**src/rtl/cordic_atan2.sv**
```systemverilog
// Iterative CORDIC vectoring engine: converts a signed (cos, sin) pair into a
// 16-bit phase (65536 = 2*pi) and an uncompensated magnitude, one micro-rotation per clock.
module cordic_atan2 #(
  parameter int unsigned ITER = 16
) (
  input  logic        clk,
  input  logic        rst,
  input  logic [15:0] i_cos,
  input  logic [15:0] i_sin,
  input  logic        i_valid,
  output logic        o_ready,
  output logic [15:0] o_ph,
  output logic [17:0] o_mag,
  output logic        o_valid
);

  localparam int unsigned XW = 18;
  localparam int unsigned PW = 16;
  localparam int unsigned CW = $clog2(ITER);

  typedef enum logic [1:0] {
    S_IDLE   = 2'd0,
    S_ROTATE = 2'd1,
    S_DONE   = 2'd2
  } state_t;

  state_t               r_state;
  logic signed [XW-1:0] r_x;
  logic signed [XW-1:0] r_y;
  logic [PW-1:0]        r_z;
  logic [CW-1:0]        r_cnt;
  logic                 r_zero;
  logic                 r_ready;
  logic                 r_valid;
  logic [PW-1:0]        r_ph;
  logic [XW-1:0]        r_mag;

  logic                 w_accept;
  logic                 w_last;
  logic                 w_cos_neg;
  logic signed [XW-1:0] w_cos_ext;
  logic signed [XW-1:0] w_sin_ext;
  logic signed [XW-1:0] w_x_sh;
  logic signed [XW-1:0] w_y_sh;
  logic signed [XW-1:0] w_x_nxt;
  logic signed [XW-1:0] w_y_nxt;
  logic [PW-1:0]        w_ang;
  logic [PW-1:0]        w_z_nxt;

  // atan(2^-k) scaled to 65536 per turn
  function automatic logic [PW-1:0] atan_lut(input logic [3:0] k);
    logic [PW-1:0] a;
    case (k)
      4'd0:    a = 16'd8192;
      4'd1:    a = 16'd4836;
      4'd2:    a = 16'd2555;
      4'd3:    a = 16'd1297;
      4'd4:    a = 16'd651;
      4'd5:    a = 16'd326;
      4'd6:    a = 16'd163;
      4'd7:    a = 16'd81;
      4'd8:    a = 16'd41;
      4'd9:    a = 16'd20;
      4'd10:   a = 16'd10;
      4'd11:   a = 16'd5;
      4'd12:   a = 16'd3;
      4'd13:   a = 16'd1;
      4'd14:   a = 16'd1;
      default: a = 16'd0;
    endcase
    return a;
  endfunction

  assign w_accept  = i_valid && r_ready;
  assign w_last    = (r_cnt == CW'(ITER - 1));
  assign w_cos_ext = {{(XW-16){i_cos[15]}}, i_cos};
  assign w_sin_ext = {{(XW-16){i_sin[15]}}, i_sin};
  assign w_cos_neg = i_cos[15];

  // One micro-rotation driving y toward zero; the sign of y picks the direction
  assign w_x_sh  = r_x >>> r_cnt;
  assign w_y_sh  = r_y >>> r_cnt;
  assign w_ang   = atan_lut(4'(r_cnt));
  assign w_x_nxt = r_y[XW-1] ? (r_x - w_y_sh) : (r_x + w_y_sh);
  assign w_y_nxt = r_y[XW-1] ? (r_y + w_x_sh) : (r_y - w_x_sh);
  assign w_z_nxt = r_y[XW-1] ? (r_z - w_ang)  : (r_z + w_ang);

  always_ff @(posedge clk or posedge rst) begin
    if (rst) begin
      r_state <= S_IDLE;
      r_x     <= '0;
      r_y     <= '0;
      r_z     <= '0;
      r_cnt   <= '0;
      r_zero  <= 1'b0;
      r_ready <= 1'b1;
      r_valid <= 1'b0;
      r_ph    <= '0;
      r_mag   <= '0;
    end else begin
      r_valid <= 1'b0;
      if (w_accept) begin
        // Left half-plane vectors are rotated by pi so the iterations always converge
        r_state <= S_ROTATE;
        r_ready <= 1'b0;
        r_cnt   <= '0;
        r_zero  <= (i_cos == 16'd0) && (i_sin == 16'd0);
        if (w_cos_neg) begin
          r_x <= -w_cos_ext;
          r_y <= -w_sin_ext;
          r_z <= 16'd32768;
        end else begin
          r_x <= w_cos_ext;
          r_y <= w_sin_ext;
          r_z <= '0;
        end
      end else begin
        case (r_state)
          S_ROTATE: begin
            r_x   <= w_x_nxt;
            r_y   <= w_y_nxt;
            r_z   <= w_z_nxt;
            r_cnt <= r_cnt + CW'(1);
            if (w_last) begin
              r_state <= S_DONE;
              r_ready <= 1'b1;
              r_valid <= 1'b1;
              r_ph    <= r_zero ? '0 : w_z_nxt;
              r_mag   <= r_zero ? '0 : XW'(w_x_nxt);
            end
          end
          S_DONE: begin
            r_state <= S_IDLE;
          end
          default: begin
            r_state <= S_IDLE;
          end
        endcase
      end
    end
  end

  assign o_ready = r_ready;
  assign o_valid = r_valid;
  assign o_ph    = r_ph;
  assign o_mag   = r_mag;

endmodule
```
**config.mk**
```make
export PLATFORM = sky130hd
export DESIGN_NAME = cordic_atan2
export DESIGN_NICKNAME = d
export VERILOG_FILES = /design/src/rtl/cordic_atan2.sv
export SDC_FILE = /design/constraint.sdc
export NUM_CORES = 1
export LEC_CHECK = 0
export BUFFER_PORTS_ARGS = -buffer_cell sky130_fd_sc_hd__buf_2
export CAP_MARGIN = 20
export CORE_MARGIN = 2
export CORE_UTILIZATION = 40
export CTS_CLUSTER_DIAMETER = 60
export DETAILED_ROUTE_END_ITERATION = 16
export SLEW_MARGIN = 15
export SYNTH_ARGS = -nofsm -noshare
export SYNTH_HDL_FRONTEND = slang
export SYNTH_SLANG_ARGS = --single-unit
```
**constraint.sdc**
```tcl
create_clock -name clk -period 11 [get_ports clk]
set_clock_uncertainty 0.15 [all_clocks]
set_input_delay 1.1 -clock clk [delete_from_list [all_inputs] [get_ports clk]]
set_output_delay 1.1 -clock clk [all_outputs]
set_load 0.03 [all_outputs]
```
==> out/metrics.yaml, run 1 <==
outcome:
  status: "finished, final reports clean"
clock_tree:
  post-cts-setup-buffers: 0
  insertion_delay_ns: 0.37
  cts.htree.levels: 3
  cts_resized: 0
  cts_tree: "built"
  cts-root-buf: "clkbuf_16"
  clockBufferDepth: 2
  cts.clk_slew.worst_paths_ns: 0.07
  clock-sinks: 95
  numCtsBuffers: 9
  ctsHoldBuffers: 0
sta:
  setup_viol: 0
  period_share_pct: 52.66
  rsz0062_at_grt: "false"
  min_period_ns: 5.792
  hold_viol: 0
  worst_pin_slew_ns: 0.8003
  clock.fmax_mhz: 172.6
  relSlewSlack_pct: 46.54
  tns_ns: 0
  drv_slew: 0
cells_and_area:
  final_net_count: 1281
  drive_above_1_share_pct: 13.38
  fillers: 2486
  layoutNonFillerInstCount: 1512
  antenna_cells: 0
  final_core_util_pct: 43.87
  area_growth_pct: 8.456
synth:
  synthMuxAreaShare_pct: 10.74
  yosysSeqAreaShare_pct: 24.39
  synth_top_family_by_area: "compound AO/OA/AOI/OAI gates"
  synthSimpleGateAreaFrac_pct: 16.73
  syn_nets: 1259
  netlist_instances: 1161
  syn_area_per_cell_um2: 8.398
  synth_seq_cells: 95
  synth_adder_area_share_pct: 8.315
  synth_area_mm2: 0.009751
  synth_edf_count: 0
  synth_warnings: 0
  synth_ff_type: "dfrtp_1"
  synth-xor-area-share_pct: 9.932
  ys_async_sr_fraction_pct: 100.0
  ys_types: 78
  synth_compound_area_share_pct: 24.56
grt:
  antenna_found_initial: 0
  grt_pass1_vias: 8050
  overflow: 0
  groute.usage.overall_pct: 21.39
  grt_pass1_wl_um: 44240
  grt_max_degree: 69
detailed_routing:
  drt-initial-drc-count: 673
  wirelength_um: 27700
  via_count: 8831
  final_antenna_net_count: 0
  drc_errors: 0
  wl_per_cell_um: 18.32
  drtPass1Iterations: 5
  viasPerCell: 5.841
setup_path:
  required_ns: 11.13
  arrival_ns: 5.92
  cp_max_fo: 68
  path_class: "reg -> reg"
  cp-start-kind: "register"
  crit_path_end_kind: "register"
floorplan:
  start_util_pct: 40.45
  die_area_mm2: 0.02564
  die_y_um: 160.1
  row_count: 57
  die_w_um: 160.1
  num_io_pins: 71
  core_area_mm2: 0.02411
placement:
  hpwl_um: 20070
  placedCellCount: 1496
  io_buffers: 70
  routabilityCongestion: 0.9091
job:
  maxCapViolations: 0
worst_hold_path:
  holdCritPathClass: "reg -> reg"
cells in the mapped netlist (11+ instances only):
library cell	count	area share, %
xor2_1	41	3.7
inv_1	34	1.3
a21o_1	21	1.6
ha_1	60	7.7
xnor2_1	67	6.0
a21oi_1	90	4.6
a22oi_1	12	0.92
nor2b_1	12	0.77
nor3_1	23	1.2
nand2b_1	18	1.2
mux2_2	19	2.2
nand3_1	11	0.56
a31oi_1	21	1.3
nor2_1	101	3.9
o21ai_0	71	3.6
a211oi_1	15	1.2
mux2i_1	27	2.8
buf_4	15	1.2
and2_1	11	0.71
mux4_2	18	4.2
clkbuf_1	45	1.7
o31ai_1	19	1.5
a22o_1	33	3.0
o211ai_1	12	0.92
dfrtp_1	94	24
nand2_1	136	5.2
critical path, stage by stage, from the launching register on:
cell and delay [ns]:
dfrtp_2 0.34, buf_4 0.52, inv_1 0.56, nand3_1 0.22
o221ai_1 0.16, a222oi_1 0.59, nand4b_2 0.27, nor3_1 0.48
nand2_1 0.12, xor2_1 0.17, o22ai_1 0.09, ha_1 0.34
a21o_1 0.23, a21o_1 0.18, a21oi_1 0.16, o21ai_0 0.10
a31oi_1 0.22, a21oi_1 0.11, xnor2_1 0.18, or3_1 0.32
a21oi_1 0.15
routing by layer:
| layer | GRT usage (%) | part of all wire (%) | up-vias | routed length [um] |
|---|---|---|---|---|
| met3 | 2.831 | 5.3 | 45 | 1471 |
| met2 | 34.28 | 46 | 295 | 12860 |
| met4 | 8.559 | 3.4 | 0 | 955 |
| met5 | 0 | 0 | - | 0 |
| met1 | 29.29 | 45 | 4189 | 12420 |
| li1 | - | - | 4302 | - |
kinds of logic after synthesis:
kind of cell | Yosys count
XOR/XNOR | 109
adder cells (fa/ha/maj) | 63
multiplexers | 70
AO/OA/AOI/OAI | 362
AND/OR/NAND/NOR | 354
buffers and inverters | 108
flip-flops | 95
registers in the layout (all words and copies together) (netlist names):
register  cells
o_mag        18
o_ph         16
o_ready       1
o_valid       1
r_cnt         4
r_state       2
r_x          18
r_y          18
r_z          16
r_zero        1
metrics by stage:
stage          setup WS [ns]  instance area (um2)  hold slack (ns)
5_1_grt                4.617                10580           0.3554
2_1_floorplan          6.064                 9751           0.3367
6_report               5.208                10580           0.3277
3_3_place_gp           5.456                10240           0.3117
4_1_cts                5.259                10580           0.3320
3_5_place_dp           5.305                10250           0.3154
final timing paths:
kind / start / end / slack, ns / cells past startpoint
min in group asynchronous: rst / o_mag[6]$_DFFE_PP0P_ / 0.66 / 2
worst max-delay path: r_cnt[3]$_DFFE_PP0N_ / r_x[17]$_DFFE_PP0N_ / 5.21 / 20
worst min register to register: o_ph[2]$_DFFE_PP0P_ / o_ph[2]$_DFFE_PP0P_ / 0.33 / 2
worst max register to register: r_cnt[3]$_DFFE_PP0N_ / r_x[17]$_DFFE_PP0N_ / 5.21 / 20
worst min-delay path: o_ph[2]$_DFFE_PP0P_ / o_ph[2]$_DFFE_PP0P_ / 0.33 / 2
max in group asynchronous: rst / o_ph[5]$_DFFE_PP0P_ / 8.96 / 3
layout make-up:
cell class / count / area [um2] / area share, %
sequential: 95 / 2382 / 22.53
multi-input combinational: 958 / 6867 / 64.93
clock inverter: 7 / 95.09 / 0.8992
timing repair buffer: 85 / 470.5 / 4.449
tap: 324 / 405.4 / 3.833
inverter: 34 / 130.1 / 1.230
clock buffer: 9 / 225.2 / 2.130
layout by cell type, fill, tap and decap left out, types with 33 or more instances in the layout:
master / synthesis / final
dfrtp_1: 94 / 91
ha_1: 60 / 60
nand2_1: 136 / 136
a21oi_1: 90 / 90
o21ai_0: 71 / 71
inv_1: 34 / 33
a22o_1: 33 / 33
xor2_1: 41 / 41
xnor2_1: 67 / 67
buf_2: 5 / 70
nor2_1: 101 / 100
Power of run 1 is not shown: default switching activity piles up to over one toggle a cycle in this logic, so the estimate is an artifact.
==> run 2: changes to the inputs <==
- clock period: 11 -> 5.5 ns (I/O delays scaled with it)
==> run 2 against run 1 <==
  * Worst hold slack lost 0.26 ns
  * Sequential share of layout area shrank 0.26 points
  * Final cell count grew 1.1%
  * Non-clock buffer count grew 18
  * Global-route usage grew 0.90 points
  * Critical path depth shrank 2
  * Utilization grew 0.52 points
  * Maximum frequency grew 15%
==> out/metrics.yaml, run 2 (synthesized netlist as in run 1, its figures left out) <==
outcome:
  status: "finished, final reports clean"
setup_path:
  required_ns: 5.64  # -5.49 ns
  cp_max_fo: 30  # -56%
  crit_path_end_kind: "register"
  crit_start: "r_cnt[0]$_DFFE_PP0N_"
  cp-start-kind: "register"
  r2r-start: "r_cnt[0]$_DFFE_PP0N_"
  arrival_ns: 5.19  # -0.73 ns
  worst_r2r_path_depth: 18  # -10%
  path_class: "reg -> reg"
  r2r-end: "r_x[17]$_DFFE_PP0N_"
  rrSetupSlack_ns: 0.45  # -4.76 ns
placement:
  hpwl_um: 21090  # +5.1%
  io_buffers: 70  # unchanged
  placedCellCount: 1514  # +1.2%
  routabilityCongestion: 0.9116  # +0.27%
clock_tree:
  ctsHoldBuffers: 0  # unchanged
  cts_resized: 0  # unchanged
  post-cts-setup-buffers: 0  # unchanged
  cts.htree.levels: 3  # unchanged
  numCtsBuffers: 9  # unchanged
  cts_tree: "built"
  clockBufferDepth: 2  # unchanged
  clock-sinks: 95  # unchanged
  cts-root-buf: "clkbuf_16"
  cts.clk_slew.worst_paths_ns: 0.08  # about the same
  insertion_delay_ns: 0.36  # about the same
cells_and_area:
  mostFrequentLayoutCells: "136 x nand2_1, 100 x nor2_1, 91 x dfrtp_1"
  area_growth_pct: 9.740
  antenna_cells: 0  # unchanged
  layout_commonest_cell: "nand2_1"
  fillers: 2443  # -1.7%
  layoutNonFillerInstCount: 1529  # +1.1%
  final_net_count: 1299  # +1.4%
  drive_above_1_share_pct: 14.61  # +1.2 points
detailed_routing:
  drtPass1Iterations: 5  # unchanged
  drt-initial-drc-count: 677  # +0.59%
  drc_errors: 0  # unchanged
  final_antenna_net_count: 0  # unchanged
  via_count: 8938  # +1.2%
  wl_per_cell_um: 18.75  # +2.4%
  wirelength_um: 28670  # +3.5%
  viasPerCell: 5.846  # about the same
job:
  maxCapViolations: 0  # unchanged
floorplan:
  die_y_um: 160.1  # unchanged
  start_util_pct: 40.45  # unchanged
  num_io_pins: 71  # unchanged
  row_count: 57  # unchanged
  core_area_mm2: 0.02411  # unchanged
  die_w_um: 160.1  # unchanged
  die_area_mm2: 0.02564  # unchanged
sta:
  rsz0062_at_grt: "false"
  relSlewSlack_pct: 48.46  # +1.9 points
  tns_ns: 0  # unchanged
  hold_viol: 0  # unchanged
  drv_slew: 0  # unchanged
  worst_pin_slew_ns: 0.7731  # -0.02716 ns
  min_period_ns: 5.055  # -0.7372 ns
  setup_viol: 0  # unchanged
  period_share_pct: 91.91  # +39 points
  clock.fmax_mhz: 197.8  # +15%
grt:
  antenna_found_initial: 0  # unchanged
  grt_max_degree: 59  # -14%
  grt_pass1_vias: 8486  # +5.4%
  overflow: 0  # unchanged
  groute.usage.overall_pct: 22.29  # +0.90 points
  grt_pass1_wl_um: 45990  # +4.0%
worst_hold_path:
  holdCritPathClass: "in -> async"
-- run 2: changes by cell type in the layout (fill, tap and decap cells not counted), sizes merged --
cell,delta
bufinv,-1
buf,+18
clkinvlp,+2
inv,-1
clkinv,-1
-- run 2: worst max path at each step --
stage                                      to  slack (ns)
after floorplan           r_y[17]$_DFFE_PP0N_        0.56
after global placement    r_y[17]$_DFFE_PP0N_        0.61
after detailed placement  r_y[17]$_DFFE_PP0N_        0.54
after CTS                 r_y[17]$_DFFE_PP0N_        0.51
after global routing      r_y[17]$_DFFE_PP0N_        0.07
final                     r_x[17]$_DFFE_PP0N_        0.45
-- run 2: per-layer routing --
metal / track usage, % / part of all wire, %
met5: 0 / 0
met2: 37.41 / 48
met3: 2.753 / 4.7
met1: 29.94 / 45
met4: 7.166 / 3.0
-- run 2: metrics by stage --
step | area, um2 | utilization [%] | hold slack, ns | setup slack (ns)
4_1_cts | 10700 | 44.39 | 0.09231 | 0.5110
6_report | 10700 | 44.39 | 0.06988 | 0.4450
5_1_grt | 10700 | 44.39 | 0.1149 | 0.06686
2_1_floorplan | 9751 | - | 0.3367 | 0.5640
3_5_place_dp | 10420 | 43.23 | 0.3155 | 0.5389
3_3_place_gp | 10420 | 43.23 | 0.3138 | 0.6119
-- run 2: cell type report --
cell class	count	area, um2	share of cell area [%]
sequential	95	2382	22.26
inverter	34	130.1	1.216
tap	324	405.4	3.789
clock inverter	6	55.05	0.5145
multi-input combinational	958	6867	64.17
clock buffer	9	225.2	2.105
timing repair buffer	103	635.6	5.940
-- run 2: worst max-delay path, stage by stage, from the launching register on --
cell      delay [ns]
dfrtp_2         0.38
buf_4           0.33
mux4_1          0.69
a222oi_1        0.46
nand4b_2        0.27
nor3_1          0.29
nand2_1         0.10
xor2_1          0.17
o22ai_1         0.14
ha_1            0.29
a21o_1          0.23
a21o_1          0.19
a21oi_1         0.17
o21ai_0         0.10
a31oi_1         0.25
a21oi_1         0.13
xnor2_1         0.18
or3_1           0.32
a21oi_1         0.14
Power of run 2 is left out for the same reason.
